[config.mk]
export PLATFORM = sky130hd
export DESIGN_NAME = mem_access_unit_flat
export DESIGN_NICKNAME = d
export VERILOG_FILES = /design/src/rtl/mem_access_unit_if.sv /design/src/rtl/mem_access_unit.sv /design/src/flat_wrapper.sv
export SDC_FILE = /design/constraint.sdc
export NUM_CORES = 1
export LEC_CHECK = 0
export ABC_AREA = 0
export CORE_UTILIZATION = 40
export DETAILED_ROUTE_END_ITERATION = 7
export PLACE_DENSITY = 0.89
export REMOVE_ABC_BUFFERS = 1
export SYNTH_ARGS = -nofsm -noshare
export SYNTH_HDL_FRONTEND = slang
export SYNTH_SLANG_ARGS = --single-unit
[constraint.sdc]
create_clock -name clk -period 2 [get_ports clk]
set_input_delay 0.2 -clock clk [delete_from_list [all_inputs] [get_ports clk]]
set_output_delay 0.2 -clock clk [all_outputs]
set_load 0.005 [all_outputs]
[src/rtl/mem_access_unit_if.sv]
// Data-bus interface between the MEM-stage access unit and data memory.
// master: drives bus_req/bus_we/bus_addr/bus_wdata/bus_timeout; slave: returns bus_rdata/bus_ack.
interface mem_access_unit_if #(
    parameter int DATA_W = 32,
    parameter int ADDR_W = 32
);
    logic              bus_req;
    logic              bus_we;
    logic [ADDR_W-1:0] bus_addr;
    logic [DATA_W-1:0] bus_wdata;
    logic [DATA_W-1:0] bus_rdata;
    logic              bus_ack;
    logic              bus_timeout;

    modport master (
        output bus_req,
        output bus_we,
        output bus_addr,
        output bus_wdata,
        output bus_timeout,
        input  bus_rdata,
        input  bus_ack
    );

    modport slave (
        input  bus_req,
        input  bus_we,
        input  bus_addr,
        input  bus_wdata,
        input  bus_timeout,
        output bus_rdata,
        output bus_ack
    );
endinterface

[src/rtl/mem_access_unit.sv]
// MEM-stage data-memory access unit: turns loads/stores into req/ack bus transactions.
// Ports: clk, rst (async active-low), EX/MEM fields in, MEM/WB fields + stall_mem out, bus (master).
module mem_access_unit #(
    parameter int DATA_W  = 32,
    parameter int ADDR_W  = 32,
    parameter int REG_W   = 5,
    parameter int TIMEOUT = 16
) (
    input  logic              clk,
    input  logic              rst,
    input  logic [DATA_W-1:0] data_in,
    input  logic              reg_write_en_in,
    input  logic [REG_W-1:0]  reg_addr_in,
    input  logic              mem_read_flag_in,
    input  logic              mem_write_flag_in,
    input  logic [ADDR_W-1:0] mem_addr_in,
    input  logic [DATA_W-1:0] mem_write_data_in,
    output logic [DATA_W-1:0] data_out,
    output logic              reg_write_en_out,
    output logic [REG_W-1:0]  reg_addr_out,
    output logic              stall_mem,
    mem_access_unit_if.master bus
);

    typedef enum logic [1:0] {
        IDLE = 2'd0,
        REQ  = 2'd1,
        DONE = 2'd2
    } state_e;

    localparam logic [7:0] TO_LIM = 8'(TIMEOUT);

    state_e            state_q, state_d;
    logic              bus_req_q, bus_req_d;
    logic              bus_we_q, bus_we_d;
    logic [ADDR_W-1:0] bus_addr_q, bus_addr_d;
    logic [DATA_W-1:0] bus_wdata_q, bus_wdata_d;
    logic              bus_timeout_q, bus_timeout_d;
    logic [DATA_W-1:0] rdata_q, rdata_d;
    logic [7:0]        cnt_q, cnt_d;
    logic              abort_q, abort_d;

    logic              op;
    logic [7:0]        cnt_inc;
    logic              to_hit;
    logic              unused_addr_lsb;

    assign op      = mem_read_flag_in | mem_write_flag_in;
    assign cnt_inc = cnt_q + 8'd1;
    // Limit reached on this REQ cycle; an ack in the same cycle takes priority.
    assign to_hit  = (TO_LIM != 8'd0) && (cnt_inc == TO_LIM);

    assign unused_addr_lsb = ^mem_addr_in[1:0];

    // State and datapath registers
    always_ff @(posedge clk or negedge rst) begin
        if (!rst) begin
            state_q       <= IDLE;
            bus_req_q     <= 1'b0;
            bus_we_q      <= 1'b0;
            bus_addr_q    <= '0;
            bus_wdata_q   <= '0;
            bus_timeout_q <= 1'b0;
            rdata_q       <= '0;
            cnt_q         <= '0;
            abort_q       <= 1'b0;
        end else begin
            state_q       <= state_d;
            bus_req_q     <= bus_req_d;
            bus_we_q      <= bus_we_d;
            bus_addr_q    <= bus_addr_d;
            bus_wdata_q   <= bus_wdata_d;
            bus_timeout_q <= bus_timeout_d;
            rdata_q       <= rdata_d;
            cnt_q         <= cnt_d;
            abort_q       <= abort_d;
        end
    end

    // Next-state logic
    always_comb begin
        state_d = state_q;
        case (state_q)
            IDLE: if (op) state_d = REQ;
            REQ: begin
                if (bus.bus_ack)  state_d = DONE;
                else if (to_hit)  state_d = DONE;
            end
            DONE:    state_d = IDLE;
            default: state_d = IDLE;
        endcase
    end

    // Registered datapath / bus next values
    always_comb begin
        bus_we_d      = bus_we_q;
        bus_addr_d    = bus_addr_q;
        bus_wdata_d   = bus_wdata_q;
        rdata_d       = rdata_q;
        cnt_d         = cnt_q;
        abort_d       = abort_q;
        bus_timeout_d = 1'b0;
        // bus_req is high exactly while the FSM sits in REQ.
        bus_req_d     = (state_d == REQ);
        case (state_q)
            IDLE: begin
                if (op) begin
                    bus_we_d    = mem_write_flag_in & ~mem_read_flag_in;
                    bus_addr_d  = {mem_addr_in[ADDR_W-1:2], 2'b00};
                    bus_wdata_d = mem_write_data_in;
                    cnt_d       = '0;
                    abort_d     = 1'b0;
                end
            end
            REQ: begin
                if (bus.bus_ack) begin
                    // Stores leave the last load result untouched.
                    if (mem_read_flag_in) rdata_d = bus.bus_rdata;
                end else begin
                    cnt_d = cnt_inc;
                    if (to_hit) begin
                        abort_d       = 1'b1;
                        rdata_d       = '0;
                        bus_timeout_d = 1'b1;
                    end
                end
            end
            default: ;
        endcase
    end

    // Outputs
    always_comb begin
        data_out         = data_in;
        reg_write_en_out = reg_write_en_in;
        stall_mem        = 1'b0;
        case (state_q)
            IDLE: stall_mem = op;
            REQ:  stall_mem = 1'b1;
            DONE: begin
                data_out         = mem_read_flag_in ? rdata_q : data_in;
                reg_write_en_out = reg_write_en_in & ~abort_q;
            end
            default: ;
        endcase
        if (!rst) stall_mem = 1'b0;
    end

    assign reg_addr_out    = reg_addr_in;
    assign bus.bus_req     = bus_req_q;
    assign bus.bus_we      = bus_we_q;
    assign bus.bus_addr    = bus_addr_q;
    assign bus.bus_wdata   = bus_wdata_q;
    assign bus.bus_timeout = bus_timeout_q;

endmodule

[src/flat_wrapper.sv]
// flat-port wrapper written by rule: the top's interface ports become plain ports
module mem_access_unit_flat 
#(
    parameter int DATA_W  = 32,
    parameter int ADDR_W  = 32,
    parameter int REG_W   = 5,
    parameter int TIMEOUT = 16
)
  (clk, rst, data_in, reg_write_en_in, reg_addr_in, mem_read_flag_in, mem_write_flag_in, mem_addr_in, mem_write_data_in, data_out, reg_write_en_out, reg_addr_out, stall_mem, bus_bus_req, bus_bus_we, bus_bus_addr, bus_bus_wdata, bus_bus_timeout, bus_bus_rdata, bus_bus_ack);
  mem_access_unit_if #(.DATA_W(DATA_W), .ADDR_W(ADDR_W)) bus_i ();
  input  logic clk;
  input  logic rst;
  input  logic [DATA_W-1:0] data_in;
  input  logic reg_write_en_in;
  input  logic [REG_W-1:0] reg_addr_in;
  input  logic mem_read_flag_in;
  input  logic mem_write_flag_in;
  input  logic [ADDR_W-1:0] mem_addr_in;
  input  logic [DATA_W-1:0] mem_write_data_in;
  output logic [DATA_W-1:0] data_out;
  output logic reg_write_en_out;
  output logic [REG_W-1:0] reg_addr_out;
  output logic stall_mem;
  output wire logic [$bits(bus_i.bus_req)-1:0] bus_bus_req;
  output wire logic [$bits(bus_i.bus_we)-1:0] bus_bus_we;
  output wire logic [$bits(bus_i.bus_addr)-1:0] bus_bus_addr;
  output wire logic [$bits(bus_i.bus_wdata)-1:0] bus_bus_wdata;
  output wire logic [$bits(bus_i.bus_timeout)-1:0] bus_bus_timeout;
  input wire logic [$bits(bus_i.bus_rdata)-1:0] bus_bus_rdata;
  input wire logic [$bits(bus_i.bus_ack)-1:0] bus_bus_ack;
  assign bus_bus_req = bus_i.bus_req;
  assign bus_bus_we = bus_i.bus_we;
  assign bus_bus_addr = bus_i.bus_addr;
  assign bus_bus_wdata = bus_i.bus_wdata;
  assign bus_bus_timeout = bus_i.bus_timeout;
  assign bus_i.bus_rdata = bus_bus_rdata;
  assign bus_i.bus_ack = bus_bus_ack;
  mem_access_unit #(.DATA_W(DATA_W), .ADDR_W(ADDR_W), .REG_W(REG_W), .TIMEOUT(TIMEOUT)) u_core (.clk(clk), .rst(rst), .data_in(data_in), .reg_write_en_in(reg_write_en_in), .reg_addr_in(reg_addr_in), .mem_read_flag_in(mem_read_flag_in), .mem_write_flag_in(mem_write_flag_in), .mem_addr_in(mem_addr_in), .mem_write_data_in(mem_write_data_in), .data_out(data_out), .reg_write_en_out(reg_write_en_out), .reg_addr_out(reg_addr_out), .stall_mem(stall_mem), .bus(bus_i));
endmodule
==> summary by stage <==
STA
Headroom to the max-slew limit came out at between 60% and 70%. The count of endpoints failing hold in the final timing report is 0. Between clock sinks in the finished design, the worst skew comes to 0.00865 ns.

The top achievable clock speed is 521 MHz. In the post-route analysis, the smallest setup slack over all paths is a little over 0.08 ns. Setup repair after global routing left no endpoint under its margin. After routing, the total negative slack on setup checks comes to 0 ns.

Setup violations remaining at the end of the flow were counted as 0. After layout, the minimum clock period comes to roughly 1.9 ns. The max-slew violation count is 0. The slew at the pin closest to its max-slew limit is ~0.6 ns. The post-route fraction of the period consumed by the critical path is between 90% and 100%.

Worst setup path
In this run the register-to-register setup slack is roughly 0.17 ns. In this run the worst path has a maximum fanout of 8. At the worst endpoint, the required time is roughly 1.8 ns.

STA classifies the critical path startpoint as a register. STA classifies the critical path endpoint as an output pin. The number of cells on the worst reg-to-reg path is 6.

The critical register-to-register path endpoint is u_core.rdata_q[19]$_DFFE_PN0P_. The type of the worst setup path is register to output pin. Data on the critical path arrives at its endpoint at between 1.5 and 2 ns. The worst flop-to-flop path startpoint is u_core.cnt_q[1]$_DFFE_PN0P_.

Clock network
Clock-pin slew was measured on the worst setup and hold paths at approximately 0.07 ns. The clock passes through at most 2 buffers. The clock tree from TritonCTS is built.

In this run the number of H-tree levels came out at 3. The tree is rooted in a sky130_fd_sc_hd__clkbuf_16. The number of buffers created by CTS is 9. Counting every sink on the clock net gives approximately 110. At the later pin of the worst-skew pair, clock insertion delay measures 0.34 ns.

Routing
Before antenna repair, the detailed router went through 5 iterations. For this block, the initial DRC count from the detailed router was ~200. In the final routed layout, each cell accounts on average for 15.2 um.

The vias after detailed routing is 4427. After detailed routing, the number of vias per cell comes to just under 5. The residual antenna-violating net count after detailed routing is 0. For this run, design rule violations remaining after detail routing come to 0. The final wirelength is approximately 14000 um.

Placed design
The HPWL after detailed placement is between 9000 and 10000 um. At the end of routability-driven placement, the weighted congestion stood at between 0.7 and 0.8. The pre-CTS worst setup slack is between 0.02 and 0.025 ns.

Port buffering added 230 buffers.

Worst hold path
The startpoint identified for the worst hold timing path is mem_addr_in[15]. The min-delay analysis places its worst path in the category input pin to register. The worst hold path passes through 3 cells.

For hold timing, the worst endpoint is u_core.bus.bus_addr[15]$_DFFE_PN0P_.

Outcome
The run finished with clean final reports.

Global route
The via count of the first global-routing pass came to between 4000 and 5000. The overflow left after global routing is 0. The initial antenna violation count is 0. Global routing used approximately 23% of the available tracks across all layers. The pin count of the biggest net entering global routing is between 100 and 150.

The global-route wire length before repair is ~23000 um.

Synth
The number of flops mapped to enable cells by yosys is 0. The number of distinct library cells after synthesis is 34. Averaged over all synthesized cells, the footprint is 9.09 sq um.

Summing every instance area after synthesis gives between 4000 and 5000 sq um. The fraction of registers with async set or reset after synthesis is between 90% and 100%. The number of flip-flops and latches in the synthesized netlist is roughly 110. The sequential cell area fraction in the yosys report is a little under three fifths. In the synthesized netlist, the number of instances is between 500 and 600. The Yosys warning count is 0. The leading register cell type out of synthesis is sky130_fd_sc_hd__dfrtp_1.

Floorplan
The die is between 100 and 150 um tall. The floorplan has 39 rows. The number of top-level pins is between 200 and 250. The die width is between 100 and 150 um. Once the floorplan was initialized, standard cells occupied 41.1% of the core. The floorplan die area is 12200 sq um.

The core box area is between 10000 and 15000 sq um.

Pwr
In this run the static leakage power is 3.55 nW. For this design the ratio of total power to cell area is 1270 nW/um^2. The worst-case vdd ir drop is between 0.7 and 0.8 mV.

Finish
The net total in the final layout is 886. Measured on the finished design, the core utilization comes to between 60% and 70%. 0 antenna diodes ended up in the layout. The share of final-layout standard cells stronger than drive strength 1 is roughly 14%. From synthesis to final layout, the design area changed by 59.7%.

Job
The tool flagged a number of max-cap violations equal to 0.
## logic make-up (layout without fill, tap and decap cells)
logic type | Yosys count | count (layout) | share of synthesized area [%]
multiplexers | 32 | 32 | 7.64
XOR/XNOR | 4 | 4 | 0.743
AND/OR/NAND/NOR | 285 | 285 | 24.3
AO/OA/AOI/OAI | 52 | 52 | 5.89
adder cells (fa/ha/maj) | 1 | 1 | 0.265
buffers and inverters | 36 | 267 | 3.79
flip-flops | 108 | 108 | 57.3
other | 1 | 2 | 0.0795
## sequential cells by signal (all words and copies together), names as in the netlist
register and count:
u_core.bus.bus_we 1, u_core.bus.bus_addr 30, u_core.bus.bus_wdata 32, u_core.bus.bus_req 1, u_core.abort_q 1, u_core.bus.bus_timeout 1
u_core.state_q 2, u_core.rdata_q 32, u_core.cnt_q 8
## worst max-delay path by stage
stage,startpoint,endpoint,slack (ns),cells past startpoint
finish,u_core.state_q[0]$_DFF_PN0_,data_out[26],0.08,6
global route,u_core.cnt_q[1]$_DFFE_PN0P_,u_core.rdata_q[16]$_DFFE_PN0P_,0.007,6
CTS,u_core.state_q[0]$_DFF_PN0_,data_out[7],-0.009,6
detailed placement,mem_read_flag_in,data_out[7],0.02,5
global placement,mem_read_flag_in,data_out[7],0.05,5
floorplan,mem_read_flag_in,u_core.bus.bus_req$_DFF_PN0_,-2.12,2
## power breakdown
part	total, mW	switching, mW	leakage, nW	internal (mW)
sequential	3.77	0.580	1.35	3.19
clock	1.86	0.764	0.151	1.10
combinational	3.90	1.74	2.05	2.17
## worst max-delay path: stages, from the launching register on
cell,delay [ns]
sky130_fd_sc_hd__dfrtp_1,0.41
sky130_fd_sc_hd__nor2b_4,0.17
sky130_fd_sc_hd__nand2_4,0.11
sky130_fd_sc_hd__buf_12,0.15
sky130_fd_sc_hd__buf_16,0.13
sky130_fd_sc_hd__mux2_2,0.27
sky130_fd_sc_hd__clkbuf_2,0.13
## placed cells by master, fill, tap and decap left out, types with 3 or more instances in the layout
cell type / n
sky130_fd_sc_hd__nand2_1: 259
sky130_fd_sc_hd__clkdlybuf4s50_1: 196
sky130_fd_sc_hd__dfrtp_1: 107
sky130_fd_sc_hd__o21ai_0: 39
sky130_fd_sc_hd__mux2_2: 32
sky130_fd_sc_hd__clkbuf_2: 30
sky130_fd_sc_hd__buf_4: 10
sky130_fd_sc_hd__clkbuf_16: 9
sky130_fd_sc_hd__buf_12: 8
sky130_fd_sc_hd__a21oi_1: 5
sky130_fd_sc_hd__nor2_1: 5
sky130_fd_sc_hd__nand3_1: 4
sky130_fd_sc_hd__xor2_1: 3
sky130_fd_sc_hd__clkbuf_1: 3
sky130_fd_sc_hd__buf_16: 3
## metrics by stage
stage	hold slack (ns)	area, sq um	total power [mW]	cells
5_1_grt	0.385	7530	10.2	894
4_1_cts	0.368	7670	9.66	893
3_3_place_gp	0.342	7180	7.45	868
2_1_floorplan	-0.0956	4540	5.22	484
3_5_place_dp	0.352	7180	7.66	868
6_report	0.382	7530	9.54	894
## Yosys cell counts, types with 3 or more instances
library cell,instances,share of area [%]
sky130_fd_sc_hd__a21oi_1,5,0.53
sky130_fd_sc_hd__buf_2,9,0.95
sky130_fd_sc_hd__buf_4,8,1.3
sky130_fd_sc_hd__clkbuf_1,16,1.3
sky130_fd_sc_hd__dfrtp_1,108,57
sky130_fd_sc_hd__mux2_2,32,7.6
sky130_fd_sc_hd__nand2_1,260,21
sky130_fd_sc_hd__nand3_1,4,0.42
sky130_fd_sc_hd__nor2_1,5,0.40
sky130_fd_sc_hd__nor2b_1,3,0.40
sky130_fd_sc_hd__o21ai_0,40,4.2
sky130_fd_sc_hd__xor2_1,3,0.56
## per-layer routing
layer	global-route usage (%)	up-vias	routed length, um
met1	28.3	2095	5600
met3	6.20	20	1070
li1	-	2098	-
met2	39.0	214	6640
met4	8.27	0	272
met5	0	-	0
## area by class of cell
| cell class | count | area [sq um] |
|---|---|---|
| multi-input combinational | 376 | 1870 |
| clock inverter | 4 | 73.8 |
| fill | 875 | 3940 |
| sequential | 108 | 2700 |
| clock buffer | 12 | 236 |
| tap | 143 | 179 |
| timing repair buffer | 251 | 2470 |
## timing repair
action	4_1_cts	5_1_grt
endpoints found under the hold margin	101	0
setup endpoints to repair	32	32
gates resized for setup	72	32
hold buffers	1	0
setup buffers	5	1
pin swaps	1	0
gates cloned	3	0
Power figures use the tool's default switching activity.
